--- src/rtl/reset_sequencer.sv ---
// reset_sequencer
//   Staged reset release controller. Takes the synchronized reset from the
//   reset synchronizer and stretches it. It then releases the memory,
//   register-file and core resets in that order, with a programmable gap
//   between each release. A software request re-runs the sequence, and so
//   does a watchdog timeout when the watchdog is compiled in. RST_CAUSE
//   records which event caused the most recent reset.
//
//   Build option: define WATCHDOG_EN to include the RUN-state watchdog.
//   Without it, WDT_KICK and WDT_CYCLES have no effect and RST_CAUSE is
//   never 2'b10.

module reset_sequencer #(
  parameter int HOLD_CYCLES = 16,
  parameter int STAGE_GAP   = 4,
  parameter int WDT_CYCLES  = 1024
) (
  input  logic       CLOCK,
  input  logic       RESET_IN,
  input  logic       SW_RST_REQ,
  input  logic       WDT_KICK,
  output logic       MEM_RST_N,
  output logic       RF_RST_N,
  output logic       CORE_RST_N,
  output logic       RST_DONE,
  output logic [1:0] RST_CAUSE
);

  // The shared counter only has to reach the longest terminal count in use.
  localparam int SEQ_MAX = (HOLD_CYCLES > STAGE_GAP) ? HOLD_CYCLES : STAGE_GAP;
`ifdef WATCHDOG_EN
  localparam int CNT_MAX = (WDT_CYCLES > SEQ_MAX) ? WDT_CYCLES : SEQ_MAX;
`else
  localparam int CNT_MAX = SEQ_MAX;
`endif
  localparam int CNT_W = (CNT_MAX > 1) ? $clog2(CNT_MAX) : 1;

  localparam logic [CNT_W-1:0] HOLD_LAST = CNT_W'(HOLD_CYCLES - 1);
  localparam logic [CNT_W-1:0] GAP_LAST  = CNT_W'(STAGE_GAP - 1);
  localparam logic [CNT_W-1:0] CNT_ZERO  = '0;

  localparam logic [1:0] CAUSE_EXT = 2'b00;
  localparam logic [1:0] CAUSE_SW  = 2'b01;
`ifdef WATCHDOG_EN
  localparam logic [1:0]       CAUSE_WDT = 2'b10;
  localparam logic [CNT_W-1:0] WDT_LAST  = CNT_W'(WDT_CYCLES - 1);
`else
  // The kick input and the timeout length exist only for port compatibility.
  logic unused_wdt_kick;
  assign unused_wdt_kick = WDT_KICK;
  localparam int unused_wdt_cycles = WDT_CYCLES;
`endif

  typedef enum logic [1:0] {
    ST_HOLD    = 2'd0,
    ST_REL_MEM = 2'd1,
    ST_REL_RF  = 2'd2,
    ST_RUN     = 2'd3
  } state_t;

  state_t           state_q, state_nx;
  logic [CNT_W-1:0] cnt_q, cnt_nx;
  logic             mem_nx, rf_nx, core_nx, done_nx;
  logic [1:0]       cause_nx;

  // State, counter and all outputs are registered; RESET_IN forces the hold state.
  always_ff @(posedge CLOCK or negedge RESET_IN) begin
    if (!RESET_IN) begin
      state_q    <= ST_HOLD;
      cnt_q      <= CNT_ZERO;
      MEM_RST_N  <= 1'b0;
      RF_RST_N   <= 1'b0;
      CORE_RST_N <= 1'b0;
      RST_DONE   <= 1'b0;
      RST_CAUSE  <= CAUSE_EXT;
    end else begin
      state_q    <= state_nx;
      cnt_q      <= cnt_nx;
      MEM_RST_N  <= mem_nx;
      RF_RST_N   <= rf_nx;
      CORE_RST_N <= core_nx;
      RST_DONE   <= done_nx;
      RST_CAUSE  <= cause_nx;
    end
  end

  // Next-state logic: each state releases at most one stage, so releases are strictly ordered.
  always_comb begin
    state_nx = state_q;
    cnt_nx   = cnt_q;
    mem_nx   = MEM_RST_N;
    rf_nx    = RF_RST_N;
    core_nx  = CORE_RST_N;
    done_nx  = RST_DONE;
    cause_nx = RST_CAUSE;

    case (state_q)
      ST_HOLD: begin
        mem_nx  = 1'b0;
        rf_nx   = 1'b0;
        core_nx = 1'b0;
        done_nx = 1'b0;
        if (cnt_q == HOLD_LAST) begin
          state_nx = ST_REL_MEM;
          cnt_nx   = CNT_ZERO;
          mem_nx   = 1'b1;
        end else begin
          cnt_nx = cnt_q + 1'b1;
        end
      end

      ST_REL_MEM: begin
        if (cnt_q == GAP_LAST) begin
          state_nx = ST_REL_RF;
          cnt_nx   = CNT_ZERO;
          rf_nx    = 1'b1;
        end else begin
          cnt_nx = cnt_q + 1'b1;
        end
      end

      ST_REL_RF: begin
        if (cnt_q == GAP_LAST) begin
          state_nx = ST_RUN;
          cnt_nx   = CNT_ZERO;
          core_nx  = 1'b1;
          done_nx  = 1'b1;
        end else begin
          cnt_nx = cnt_q + 1'b1;
        end
      end

      ST_RUN: begin
        // A software request takes priority over a watchdog timeout on the same edge.
        if (SW_RST_REQ) begin
          state_nx = ST_HOLD;
          cnt_nx   = CNT_ZERO;
          mem_nx   = 1'b0;
          rf_nx    = 1'b0;
          core_nx  = 1'b0;
          done_nx  = 1'b0;
          cause_nx = CAUSE_SW;
        end
`ifdef WATCHDOG_EN
        // A kick on the timeout edge still saves the system.
        else if (WDT_KICK) begin
          cnt_nx = CNT_ZERO;
        end else if (cnt_q == WDT_LAST) begin
          state_nx = ST_HOLD;
          cnt_nx   = CNT_ZERO;
          mem_nx   = 1'b0;
          rf_nx    = 1'b0;
          core_nx  = 1'b0;
          done_nx  = 1'b0;
          cause_nx = CAUSE_WDT;
        end else begin
          cnt_nx = cnt_q + 1'b1;
        end
`endif
      end

      default: begin
        state_nx = ST_HOLD;
        cnt_nx   = CNT_ZERO;
        mem_nx   = 1'b0;
        rf_nx    = 1'b0;
        core_nx  = 1'b0;
        done_nx  = 1'b0;
      end
    endcase
  end

endmodule
--- config.mk ---
export PLATFORM = sky130hd
export DESIGN_NAME = reset_sequencer
export DESIGN_NICKNAME = d
export VERILOG_FILES = /design/src/rtl/reset_sequencer.sv
export SDC_FILE = /design/constraint.sdc
export NUM_CORES = 1
export LEC_CHECK = 0
export CORE_UTILIZATION = 37
export CTS_BUF_LIST = sky130_fd_sc_hd__clkbuf_8
export DETAILED_ROUTE_END_ITERATION = 8
export PLACE_DENSITY = 0.58
export SLEW_MARGIN = 10
export SYNTH_ARGS = -nofsm -noshare
export SYNTH_HDL_FRONTEND = slang
export SYNTH_SLANG_ARGS = --single-unit
--- constraint.sdc ---
create_clock -name CLOCK -period 1.7 [get_ports CLOCK]
set_input_delay 0.255 -clock CLOCK [delete_from_list [all_inputs] [get_ports CLOCK]]
set_output_delay 0.255 -clock CLOCK [all_outputs]
set_load 0.03 [all_outputs]
# After elaboration in Yosys (flattened, before gate mapping)

Index checks and enable logic that the tools add are counted.

Flip-flop bits (word level): 10
Bits in latches: 0
RAM bits: 0
Bits in read-only memories: 0
Bits of input ports: 4
Output and inout bits: 6
Word-level logic and storage cells: 41
Memories kept: 0

$add $sub $neg: 1
Multiply operators: 0
Divide/modulo/power cells: 0
Magnitude comparators: 0
Eq/ne operators: 9
Shift operators: 0
Mux-type cells: 15
Bitwise operators: 0
Reduce and logical (&&, ||, !) cells: 10

Operators with widths:

| kind                                                                  | count |
|---|---|
| 4-bit 2-to-1 mux                                                      | 3 |
| 4-bit one-hot mux with 3 select lines                                 | 1 |
| 2-bit 2-to-1 mux                                                      | 4 |
| 2-bit inequality test, second input constant                          | 4 |
| 2-bit one-hot mux with 4 select lines                                 | 1 |
| 1-bit one-hot mux with 3 select lines                                 | 2 |
| 3-bit AND reduction                                                   | 2 |
| 3-bit nonzero test                                                    | 2 |
| 4-bit by 1-bit adder with 4-bit output, second input constant         | 1 |
| 2-bit equality test, second input constant                            | 2 |
| 4-bit by 2-bit equality test with 1-bit output, second input constant | 1 |
| 4-bit equality test, second input constant                            | 1 |
| 2-bit AND reduction                                                   | 2 |
| 4-bit AND reduction                                                   | 1 |
| 1-bit 2-to-1 mux                                                      | 3 |
| 2-bit by 1-bit equality test with 1-bit output, second input constant | 1 |
| 2-bit zero test                                                       | 1 |
| 1-bit one-hot mux with 2 select lines                                 | 1 |
| 2-bit nonzero test                                                    | 1 |
| 2-bit OR reduction                                                    | 1 |

# Depth between registers and ports, before layout

Depth in word-level cells: 3
Gate-level depth with buffers: 5
Mapped depth without buffers: 5

# Least setup slack after synthesis

OpenSTA, ideal clock, no wires.

Path kind: reg2reg
Start point: reg state_q[0]
End point: reg state_q[1]
Setup time: 124 ps
Arrival time: 1620 ps
Required time: 1576 ps
Slack: -43 ps
Cell stages (with the launch flop): 6
Buffers on the path: 0
Clock period less this slack: 1743 ps
Cell sequence: dfrtp_1 inv_1 ha_1 or4b_4 and4_4 a211o_1

Longest elaborated chain between the ends: 3
Elaborated cells on any way between the ends: 10
Those cells by class: eq/ne (7); mux (1); reduce/logical (2)

Ends and longest elaborated chain:

| element                                           | line | RTL |
|---|---|---|
| from (decl)                                       | 61   | `state_t state_q, state_nx;` |
| from (signal assigned)                            | 77   | `state_q <= state_nx;` |
| 2-bit equality test, or another cell as far along | 97   | `case (state_q)` |
| 2-bit inequality test (no line)                   | --   |  |
| 4-bit AND reduction (no line)                     | --   |  |

Several ways; a longest one is shown, not always the timed one.
A chain may end at the register's enable or synchronous reset.

# Worst setup path in the final report

Start point: reg cnt_q[0]
End point: reg RF_RST_N

Longest elaborated chain between the ends: 3

Ends and longest elaborated chain:

| element                                        | line | RTL |
|---|---|---|
| from (decl)                                    | 62   | `logic [CNT_W-1:0] cnt_q, cnt_nx;` |
| from (signal assigned)                         | 78   | `cnt_q <= cnt_nx;` |
| 4-bit by 2-bit equality test with 1-bit output | 113  | `if (cnt_q == GAP_LAST) begin` |
| 2-bit inequality test (no line)                | --   |  |
| 3-bit AND reduction (no line)                  | --   |  |
| to (signal assigned)                           | 80   | `RF_RST_N <= rf_nx;` |
| to (decl)                                      | 23   | `output logic RF_RST_N,` |

Every way passes these cells.

==> impl_metrics.json <==
{
  "end_kind": "flip-flop",
  "clk_pin_slew_ns": 0.05,
  "wl_um": 1520,
  "start_util_pct": 41.8,
  "yosys_warnings": 0,
  "clock-sinks": 10,
  "firstDrtPassIters": 4,
  "wire_per_inst_um": 14.9,
  "die_area_mm2": 0.00195,
  "ant_nets": 0,
  "final_nets": 97,
  "final-setup-viol-count": 0,
  "final.min_clock_period_ns": 1.65,
  "cp_cell_sequence": "ha_2 -> or3b_4 -> a211oi_2 -> mux2_1",
  "cp_data_required_time_ns": 1.82,
  "drtIter0Drc": 13,
  "drt-vias-per-instance": 5.65,
  "h-tree-depth": 1,
  "ctsHoldBuffers": 0,
  "grt_max_degree": 11,
  "die_w_um": 44.2,
  "port_buffers": 7,
  "cap_violations": 0,
  "path_depth": 4,
  "crit_type": "reg -> reg",
  "rows": 14,
  "path_max_fanout": 4,
  "fill_cells": 136,
  "grt_use_total_pct": 18.0,
  "die_height_um": 44.2,
  "ff2ff_path_depth": 4,
  "skew_ns": 0.00143,
  "r2r-start": "cnt_q[0]",
  "power_w": 0.00174,
  "final_util_pct": 56.6,
  "antennaDiodeCount": 0,
  "routabilityCongestion": 0.810,
  "finalHoldViolations": 0,
  "cts_tree": "built",
  "slowest_stage": "or3b_4",
  "crit_buf_inv": 0,
  "overflow": 0,
  "antenna_found_initial": 0,
  "critPathTopFamily": "simple AND/OR/NAND/NOR gates",
  "r2r_end": "RF_RST_N",
  "dp_hpwl_um": 1030,
  "dr_total_vias": 576,
  "root_buffer": "clkbuf_8",
  "critPathLaunchType": "flip-flop",
  "peakVddDrop_mv": 0.943,
  "area_delta_synth_final_pct": 35.3,
  "grt_pass1_wl_um": 2530,
  "max_freq_ghz": 0.605,
  "ios": 10,
  "numCtsBuffers": 3,
  "power_density_mw_per_mm2": 1950,
  "yosysSeqAreaShare_pct": 38.0,
  "clock_path_buffers": 2,
  "regArea_um2": 250,
  "clock_latency_ns": 0.24,
  "syn_nets": 77,
  "synth_area_um2": 659,
  "synth-main-ff-cell": "dfrtp_1",
  "leakagePower_nw": 0.397,
  "grt_pass1_vias": 571,
  "slew_violations": 0,
  "drive_gt1_share_pct": 32.6,
  "r2r_slack_ns": 0.05,
  "crit_arrival_ns": 1.77,
  "coreArea_mm2": 0.00158,
  "synth_area_per_cell_um2": 9.84,
  "hp-class": "in -> async",
  "ys_types": 33,
  "drc": 0,
  "netlist_instances": 67,
  "synth-seq-cells": 10,
  "multi_input_area_um2": 388,
  "status": "finished, final reports clean",
  "slowest_delay_ns": 0.39,
  "synthArstFlopShare_pct": 100,
  "synth-edff-count": 0,
  "min_period_over_period_pct": 97.2
}
[Yosys cell counts, types with 2 or more instances]
master | count | area, um2
a211oi_1 | 3 | 22.5
nand2b_1 | 3 | 18.8
nand4_1 | 4 | 25.0
nand3_1 | 2 | 10.0
a21oi_1 | 2 | 10.0
inv_1 | 3 | 11.3
dfrtp_1 | 10 | 250
o21ai_0 | 4 | 20.0
buf_4 | 2 | 15.0
or2_2 | 3 | 18.8
nand2_1 | 4 | 15.0
ha_1 | 6 | 75.1
[worst max-delay path by stage]
| stage | startpoint | end | slack (ns) |
|---|---|---|---|
| floorplan | state_q[0] | state_q[1] | 0.002 |
| global placement | cnt_q[0] | RF_RST_N | 0.01 |
| detailed placement | cnt_q[0] | RF_RST_N | 0.008 |
| CTS | state_q[0] | state_q[1] | 0.02 |
| global route | cnt_q[0] | RF_RST_N | -0.01 |
| finish | cnt_q[0] | RF_RST_N | 0.05 |
[logic make-up (layout without fill, tap and decap cells)]
kind of cell	Yosys count	after routing	share of synthesized area (%)
fa+ha+maj	6	6	11.4
buf+inv	8	27	7.02
other cells	1	1	0.569
simple gates	24	24	23.7
mux	1	1	1.71
compound gates	17	17	17.6
flops	10	10	38.0
[through the flow]
stage / instances / setup TNS (ns) / setup WS, ns / cell area [um2] / hold slack (ns)
6_report: 102 / 0 / 0.0483 / 892 / 0.340
2_1_floorplan: 67 / 0 / 0.00186 / 662 / -0.0406
3_3_place_gp: 95 / 0 / 0.0130 / 792 / 0.443
5_1_grt: 102 / -0.0202 / -0.0141 / 892 / 0.399
3_5_place_dp: 95 / 0 / 0.00752 / 792 / 0.446
4_1_cts: 99 / 0 / 0.0209 / 852 / 0.375
[layout by cell type (no fill, tap or decap), drive strengths merged, types with 4 or more instances in the layout]
cell            n
dfrtp          10
nand2           4
buf            13
clkbuf          4
clkdlybuf4s50   7
ha              6
o21ai           4
nand4           4
[final cells by class]
cell class / instances / area share (%)
sequential: 10 / 28.1
clock buffer: 4 / 6.17
multi-input combinational: 49 / 43.5
timing repair buffer: 20 / 18.8
tap: 16 / 2.24
inverter: 3 / 1.26
[flip-flops by register name, indices dropped and copies added (netlist names)]
register   cells
cnt_q          4
state_q        2
MEM_RST_N      1
RF_RST_N       1
RST_CAUSE      1
RST_DONE       1
[metal layers]
layer,global-route usage (%),vias up,routed length [um]
li1,-,286,-
met1,22.9,275,745
met2,27.9,11,713
met3,4.90,4,53
met4,9.09,0,11
met5,0,-,0
[report_power, final]
group	switching [W]	total (W)	internal [W]
registers	0.0000784	0.000405	0.000327
logic	0.000482	0.00103	0.000544
clock network	0.000104	0.000308	0.000204
[repair_timing]
action                     CTS  global route
pin swaps                    0             1
setup endpoints to repair    1             3
resized for setup            1             5
buffers inserted             0             3
hold endpoints to repair     0             0
Power figures use the tool's default switching activity.
